## config.mk

```make
export PLATFORM = sky130hd
export DESIGN_NAME = mem_addr_scanner
export DESIGN_NICKNAME = d
export VERILOG_FILES = /design/src/rtl/mem_addr_scanner.sv
export SDC_FILE = /design/constraint.sdc
export NUM_CORES = 1
export LEC_CHECK = 0
export CORE_MARGIN = 3
export CORE_UTILIZATION = 45
export DETAILED_ROUTE_END_ITERATION = 6
export GPL_TIMING_DRIVEN = 0
export PLACE_DENSITY = 0.86
export SETUP_SLACK_MARGIN = 0.15
export SKIP_CTS_REPAIR_TIMING = 1
export SLEW_MARGIN = 20
export SYNTH_ARGS = -nofsm -noshare
export SYNTH_HDL_FRONTEND = slang
export SYNTH_SLANG_ARGS = --single-unit
```

## constraint.sdc

```tcl
create_clock -name clk -period 2.5 [get_ports clk]
set_clock_uncertainty 0.15 [all_clocks]
set_input_delay 0.625 -clock clk [delete_from_list [all_inputs] [get_ports clk]]
set_output_delay 0.625 -clock clk [all_outputs]
set_load 0.05 [all_outputs]
```

## src/rtl/mem_addr_scanner.sv

```systemverilog
`default_nettype none
// ============================================================================
// Module      : mem_addr_scanner
// Description : Request-side initiator for the memory address-check
//               interface. Walks a contiguous address range, issuing one
//               single-cycle valid per address back-to-back, samples each
//               v_err response RSP_LAT cycles later and reports error count,
//               first failing address and completion.
// Revision    : 1.0 - initial release
// ============================================================================
module mem_addr_scanner #(
    parameter int AW      = 8,  // address width
    parameter int CW      = 9,  // range count / error counter width
    parameter int RSP_LAT = 1   // valid-to-v_err sample latency, 1..8
) (
    input  logic          clk,
    input  logic          reset,
    input  logic          start,
    input  logic [AW-1:0] base_addr,
    input  logic [CW-1:0] num_addr,
    input  logic          stop_on_err,
    output logic [AW-1:0] addr,
    output logic          valid,
    input  logic          v_err,
    output logic          busy,
    output logic          done,
    output logic [CW-1:0] err_cnt,
    output logic          err_seen,
    output logic [AW-1:0] first_err_addr
);

    typedef enum logic [1:0] {
        S_IDLE  = 2'd0,
        S_ISSUE = 2'd1,
        S_DRAIN = 2'd2,
        S_DONE  = 2'd3
    } state_t;

    // Saturation limit of the error counter.
    localparam logic [CW-1:0] c_cnt_max = {CW{1'b1}};
    // Selects every tag stage except the output end; a set bit there means
    // a request is still outstanding beyond the one sampled this cycle.
    localparam logic [RSP_LAT-1:0] c_body_mask = {RSP_LAT{1'b1}} >> 1;

    // ------------------------------------------------------------------
    // Declarations
    // ------------------------------------------------------------------
    state_t        r_state;
    state_t        w_state_nxt;

    logic          r_valid;
    logic          w_valid_nxt;
    logic [AW-1:0] r_addr;
    logic [AW-1:0] w_addr_nxt;
    logic [CW-1:0] r_remaining;      // requests still to issue after r_addr
    logic [CW-1:0] w_remaining_nxt;
    logic          r_stop_on_err;
    logic          w_accept;

    // Outstanding-request tracker: stage 0 is the newest request.
    logic [RSP_LAT-1:0] r_tag_v;
    logic [AW-1:0]      r_tag_addr [RSP_LAT];

    logic          w_sample;
    logic          w_err_hit;
    logic          w_first_err;
    logic          w_halt;
    logic          w_inflight;

    logic [CW-1:0] r_err_cnt;
    logic          r_err_seen;
    logic [AW-1:0] r_first_err_addr;

    // ------------------------------------------------------------------
    // Response sampling
    // ------------------------------------------------------------------
    // v_err only means something when the oldest tag holds a real request.
    assign w_sample    = r_tag_v[RSP_LAT-1];
    assign w_err_hit   = w_sample & v_err;
    assign w_first_err = w_err_hit & ~r_err_seen;
    // Issue halts from the cycle after the first sampled error.
    assign w_halt      = r_stop_on_err & w_first_err;
    assign w_inflight  = |(r_tag_v & c_body_mask);

    // ------------------------------------------------------------------
    // Outstanding-request shift register
    // ------------------------------------------------------------------
    generate
        for (genvar gi = 0; gi < RSP_LAT; gi++) begin : g_tag
            if (gi == 0) begin : g_head
                // Capture the request presented on the bus this cycle.
                always_ff @(posedge clk) begin
                    if (reset) begin
                        r_tag_v[gi]    <= 1'b0;
                        r_tag_addr[gi] <= '0;
                    end else begin
                        r_tag_v[gi]    <= r_valid;
                        r_tag_addr[gi] <= r_addr;
                    end
                end
            end else begin : g_body
                // Age the request by one cycle towards the sample point.
                always_ff @(posedge clk) begin
                    if (reset) begin
                        r_tag_v[gi]    <= 1'b0;
                        r_tag_addr[gi] <= '0;
                    end else begin
                        r_tag_v[gi]    <= r_tag_v[gi-1];
                        r_tag_addr[gi] <= r_tag_addr[gi-1];
                    end
                end
            end
        end
    endgenerate

    // ------------------------------------------------------------------
    // Control FSM
    // ------------------------------------------------------------------
    // Next-state and next request-bus values; valid defaults low so it can
    // only be asserted from IDLE (first request) or ISSUE.
    always_comb begin
        w_state_nxt     = r_state;
        w_valid_nxt     = 1'b0;
        w_addr_nxt      = r_addr;
        w_remaining_nxt = r_remaining;
        w_accept        = 1'b0;
        case (r_state)
            S_IDLE: begin
                if (start) begin
                    w_accept = 1'b1;
                    if (num_addr != '0) begin
                        w_state_nxt     = S_ISSUE;
                        w_valid_nxt     = 1'b1;
                        w_addr_nxt      = base_addr;
                        w_remaining_nxt = num_addr - CW'(1);
                    end else begin
                        w_state_nxt = S_DONE;
                    end
                end
            end
            S_ISSUE: begin
                if ((r_remaining != '0) && !w_halt) begin
                    w_valid_nxt     = 1'b1;
                    w_addr_nxt      = r_addr + AW'(1);  // wraps modulo 2^AW
                    w_remaining_nxt = r_remaining - CW'(1);
                end else begin
                    w_state_nxt = S_DRAIN;
                end
            end
            S_DRAIN: begin
                if (!w_inflight) begin
                    w_state_nxt = S_DONE;
                end
            end
            S_DONE: begin
                w_state_nxt = S_IDLE;
            end
            default: begin
                w_state_nxt = S_IDLE;
            end
        endcase
    end

    // State and request-bus registers.
    always_ff @(posedge clk) begin
        if (reset) begin
            r_state       <= S_IDLE;
            r_valid       <= 1'b0;
            r_addr        <= '0;
            r_remaining   <= '0;
            r_stop_on_err <= 1'b0;
        end else begin
            r_state     <= w_state_nxt;
            r_valid     <= w_valid_nxt;
            r_addr      <= w_addr_nxt;
            r_remaining <= w_remaining_nxt;
            if (w_accept) begin
                r_stop_on_err <= stop_on_err;
            end
        end
    end

    // ------------------------------------------------------------------
    // Result registers
    // ------------------------------------------------------------------
    // Cleared by an accepted start, updated on each sampled error, and
    // otherwise held so results remain readable after done.
    always_ff @(posedge clk) begin
        if (reset) begin
            r_err_cnt        <= '0;
            r_err_seen       <= 1'b0;
            r_first_err_addr <= '0;
        end else if (w_accept) begin
            r_err_cnt        <= '0;
            r_err_seen       <= 1'b0;
            r_first_err_addr <= '0;
        end else if (w_err_hit) begin
            if (r_err_cnt != c_cnt_max) begin
                r_err_cnt <= r_err_cnt + CW'(1);
            end
            if (!r_err_seen) begin
                r_err_seen       <= 1'b1;
                r_first_err_addr <= r_tag_addr[RSP_LAT-1];
            end
        end
    end

    // ------------------------------------------------------------------
    // Outputs
    // ------------------------------------------------------------------
    assign addr           = r_addr;
    assign valid          = r_valid;
    assign busy           = (r_state == S_ISSUE) || (r_state == S_DRAIN);
    assign done           = (r_state == S_DONE);
    assign err_cnt        = r_err_cnt;
    assign err_seen       = r_err_seen;
    assign first_err_addr = r_first_err_addr;

endmodule
`default_nettype wire

```

# After elaboration in Yosys (flattened, before gate mapping)
# Memory sizes are Yosys's and may differ from the RTL's. A register that Yosys moved wholly into a read port is not among the register bits.
# Index checks and enable logic that the tools add are counted.
# totals
reg_bits	32
ram_bits	8
elab_cells	61
memories	1
# op_classes
n_addsub	4
n_eq_ne	8
n_mux	23
bitwise	4
n_reduce_logical	13
# mem_list
name	words	width	rd	rd_ports_with_merged_regs	wr	line_no	rtl
r_tag_addr	1	8	1	1	1	62	logic [AW-1:0] r_tag_addr [RSP_LAT];
# op_table
operator	n
$mux W8	4
$mux W9	3
$pmux W9 S2	1
$reduce_bool A9 Y1	2
$sub A9 B1 Y9 const B	2
$pmux W8 S2	1
$add A9 B1 Y9 const B	1
$mux W1	9
$ne A9 B9 Y1 const B	1
$add A8 B1 Y8 const B	1
$ne A2 B2 Y1 const B	4
$pmux W2 S4	1
$reduce_or A8 Y1	1
$mux W2	3
$reduce_and A2 Y1	3
$eq A2 B2 Y1 const B	2
$reduce_and A4 Y1	1
$and A1 B1 Y1	3
$eq A2 B1 Y1 const B	1
$logic_not A2 Y1	1
$pmux W1 S2	1
$reduce_bool A2 Y1	1
$reduce_or A2 Y1	1
$logic_and A1 B1 Y1	1
other kinds (3)	3

# Longest topological paths before layout
# depth
ltp_word	7
mapped_depth	11

# Worst setup path before layout
# No wires, ideal clock.
# synth_timing
path_type	reg-to-reg
startpoint	register r_state[1]
endpoint	register r_remaining[8]
setup_ps	134
arrival_time_ps	2453
required_ps	2216
path_slack_ps	-237
path_stages_with_launch	12
n_path_buf	3
period_less_slack_ps	2737
cell_sequence	dfxtp_1 > inv_1 > ha_1 > clkbuf_8 > clkbuf_1 > clkbuf_1 > mux2i_1 > ha_1 > o211ai_2 > or4_1 > nand3_1 > a21oi_1
# synth_via
elab_chain_cells	3
# synth_rtl
item	line_no	rtl
from (decl)	48	state_t r_state;
from (signal assigned)	173	r_state <= w_state_nxt;
$eq A2 B1 Y1 or $logic_not A2 Y1 (tied branches)	127	case (r_state)
$ne A2 B2 Y1 (no source line) or $reduce_bool A2 Y1 (tied branches)	-	
$reduce_and A4 Y1 (no source line)	-	
to (signal assigned)	176	r_remaining <= w_remaining_nxt;
to (decl)	55	logic [CW-1:0] r_remaining;
# Parallel ways exist; a longest one is shown, timed or not.
# A chain may end at the register's enable or synchronous reset.

# Worst setup path after layout
# Ends and elaborated chain as after synthesis.

==> key figures <==
Die
  • I/O Pins: 51
  • Core area: between 5000 and 6000 sq um
  • Die width: ~80 um
  • Std cell rows: 26
  • Initial core utilization: 0.471
  • Area of the die: 6340 sq um
  • Die H: 79.6 um

Timing
  • RSZ-0062 raised after global routing: true
  • Worst Max-Slew Pin Slew: 536 ps
  • Period utilisation layout: 0.957
  • Minimum clock period: ~2400 ps
  • Rel. slew slack: 0.643
  • Hold Vio Cnt, Final: 0
  • Max-slew violations: 0
  • Fmax: 418 MHz
  • Final setup vio count: 0

Routing
  • Vias: approximately 2.2k
  • Post-route ant nets: 0
  • Vias/cell: 5.37
  • Max Used Layer: met4
  • Met2 wire len: 3000 um
  • Met1 wire length: 2580 um
  • Drt wl/cell: 14.6 um
  • Starting DRT DRC Count: 120
  • First-pass DRT Iterations: 4
  • Number of remaining DRC errors: 0
  • WL final: 5970 um
  • WL met3: around 340 um

CTS
  • CTS sink cnt: between 40 and 50
  • Total CTS buffers: 5
  • Clock slew at reported path FFs: ~100 ps
  • Worst-skew pair later-pin latency: 300 ps
  • Max H-tree Level: 2
  • CTS tree: built
  • Root buffer cell: clkbuf_8
  • Clock buffer depth: 2

Setup path
  • Worst Path Required: 2530 ps
  • CP arrival: 2420 ps
  • Setup CP Type: flip-flop to flip-flop
  • Worst setup SP type: flip-flop
  • Crit. End Element: flip-flop
  • Worst-path fanout max: 10

Place
  • PortBufs: 50
  • Placed inst area: 3070 sq um
  • DP HPWL: between 4000 and 5000 um
  • Placer Congestion: 0.853

Finish
  • Final layout net count: about 370
  • Layout area overhead: 38.2%
  • Share of layout cells above drive strength 1: 0.162
  • Ant. Diodes: 0
  • Post-Layout Inst Area: 3370 sq um

Global routing
  • First-pass GRT wire length: 9430 um
  • Overflow after GRT: 0
  • Initial antenna violation count: 0
  • Overall Global Routing Usage: 0.187
  • Largest net degree at the start of global routing: 17
  • Vias in the first global route: 2,049

Pwr
  • Worst vdd rail ir drop: ~820 uV
  • Total chip power: 3.88 mW
  • Leak: 1.39 nW
  • Cell area power density: 1150 nW/um^2

Yosys
  • Register area share after synthesis: 0.394
  • Number of enable flip-flop cells after synthesis: 0
  • Prevailing post-synth register cell: dfxtp_1
  • Cell variety after synth: 52
  • Post-Syn Instances: 275
  • Syn_area_per_cell: 8.87 sq um
  • FFs w/ async S/R, synth: 0
  • Yosys warning total: 0
  • Seq cells post-synth: 48
  • Mapped Area: 2440 sq um
  • Net Count, Synth: 306

Hold path
  • Hold crit path type: flip-flop to flip-flop

Status
  • Run status: complete, no violations

Flow run
  • Max cap viols: 0
-- cell type report --
type                            instances  area [sq um]
Fill cell                             408          1800
Multi-Input combinational cell        207          1460
Sequential cell                        48           968
Timing Repair Buffer                   56           581
Buffer                                 13           126
Tap cell                               70          87.6
Clock buffer                            5          68.8
Clock inverter                          3          47.5
Inverter                                7          28.8
-- worst max-delay path, cell delays in order, from the launching register on --
cell and delay (ps):
dfxtp_4 380, inv_4 70, ha_4 120, buf_8 120, buf_8 120, buf_12 130, mux2i_4 260, ha_4 190
o211ai_4 90, or4_1 480, nand3_1 80, a21oi_1 60
-- registers in the layout (all words and copies together), names as in the netlist --
register and count:
addr 8, err_cnt 9, err_seen 1, first_err_addr 8, r_remaining 9, r_state 2
r_stop_on_err 1, r_tag_addr 8, r_tag_v 1, valid 1
-- layer usage --
layer,track usage,vias up
li1,-,1100
met1,0.227,1020
met2,0.336,71
met3,0.0384,6
met4,0.0464,0
met5,0,-
-- cells by family after synthesis --
family	synth area share
simple gates	0.243
compound gates	0.179
flops	0.394
buf+inv	0.0472
xor+xnor	0.0539
mux	0.0375
fa+ha+maj	0.0462
-- through the flow --
stage          TNS (ps)  worst slack [ps]  hold slack (ps)  utilization  instances
2_1_floorplan         0               140              267            -        275
3_3_place_gp      -2440              -195              273        0.594        395
3_5_place_dp      -3100              -230              276        0.594        395
4_1_cts            -297              -168              288        0.616        403
5_1_grt               0              14.5              314        0.651        409
6_report              0               108              287        0.651        409
-- cells in the mapped netlist, drive strengths merged (2+ instances only) --
| master | n | area [sq um] |
|---|---|---|
| nor4 | 3 | 40.0 |
| or3 | 2 | 12.5 |
| o21ai | 10 | 50.1 |
| nand2 | 41 | 154 |
| nand3 | 9 | 50.1 |
| mux2i | 8 | 80.1 |
| o211ai | 5 | 42.5 |
| nor3 | 8 | 56.3 |
| and4 | 2 | 17.5 |
| a211oi | 7 | 72.6 |
| nor2 | 27 | 101 |
| ha | 9 | 113 |
| xnor2 | 10 | 87.6 |
| or2 | 3 | 18.8 |
| nor2b | 8 | 50.1 |
| dfxtp | 48 | 961 |
| buf | 6 | 52.6 |
| inv | 7 | 26.3 |
| xor2 | 5 | 43.8 |
| nand4 | 5 | 31.3 |
| a21oi | 22 | 110 |
| clkbuf | 7 | 36.3 |
| a311oi | 3 | 38.8 |
| and3 | 2 | 12.5 |
-- final timing paths --
kind | start | slack (ps) | end | cells after the start
setup / recovery | r_state[1] | 110 | r_remaining[8] | 11
hold / removal | r_tag_addr[0][5] | 290 | first_err_addr[5] | 2
setup reg to reg | r_state[1] | 110 | r_remaining[8] | 11
hold reg to reg | r_tag_addr[0][5] | 290 | first_err_addr[5] | 2
-- placed cells by master, fill, tap and decap left out, types with 9 or more instances in the layout --
master and instances:
nand2_1 41, dlymetal6s2s_1 14, dfxtp_1 44, buf_4 9, clkdlybuf4s50_1 36, nor2_1 27
o21ai_0 10, a21oi_1 22, xnor2_1 10
-- where the power goes --
part | internal [mW] | switching [mW] | total (mW)
logic | 0.913 | 1.20 | 2.11
registers | 0.952 | 0.237 | 1.19
clock network | 0.302 | 0.274 | 0.576
No activity file was read; power rests on OpenSTA's default activity.
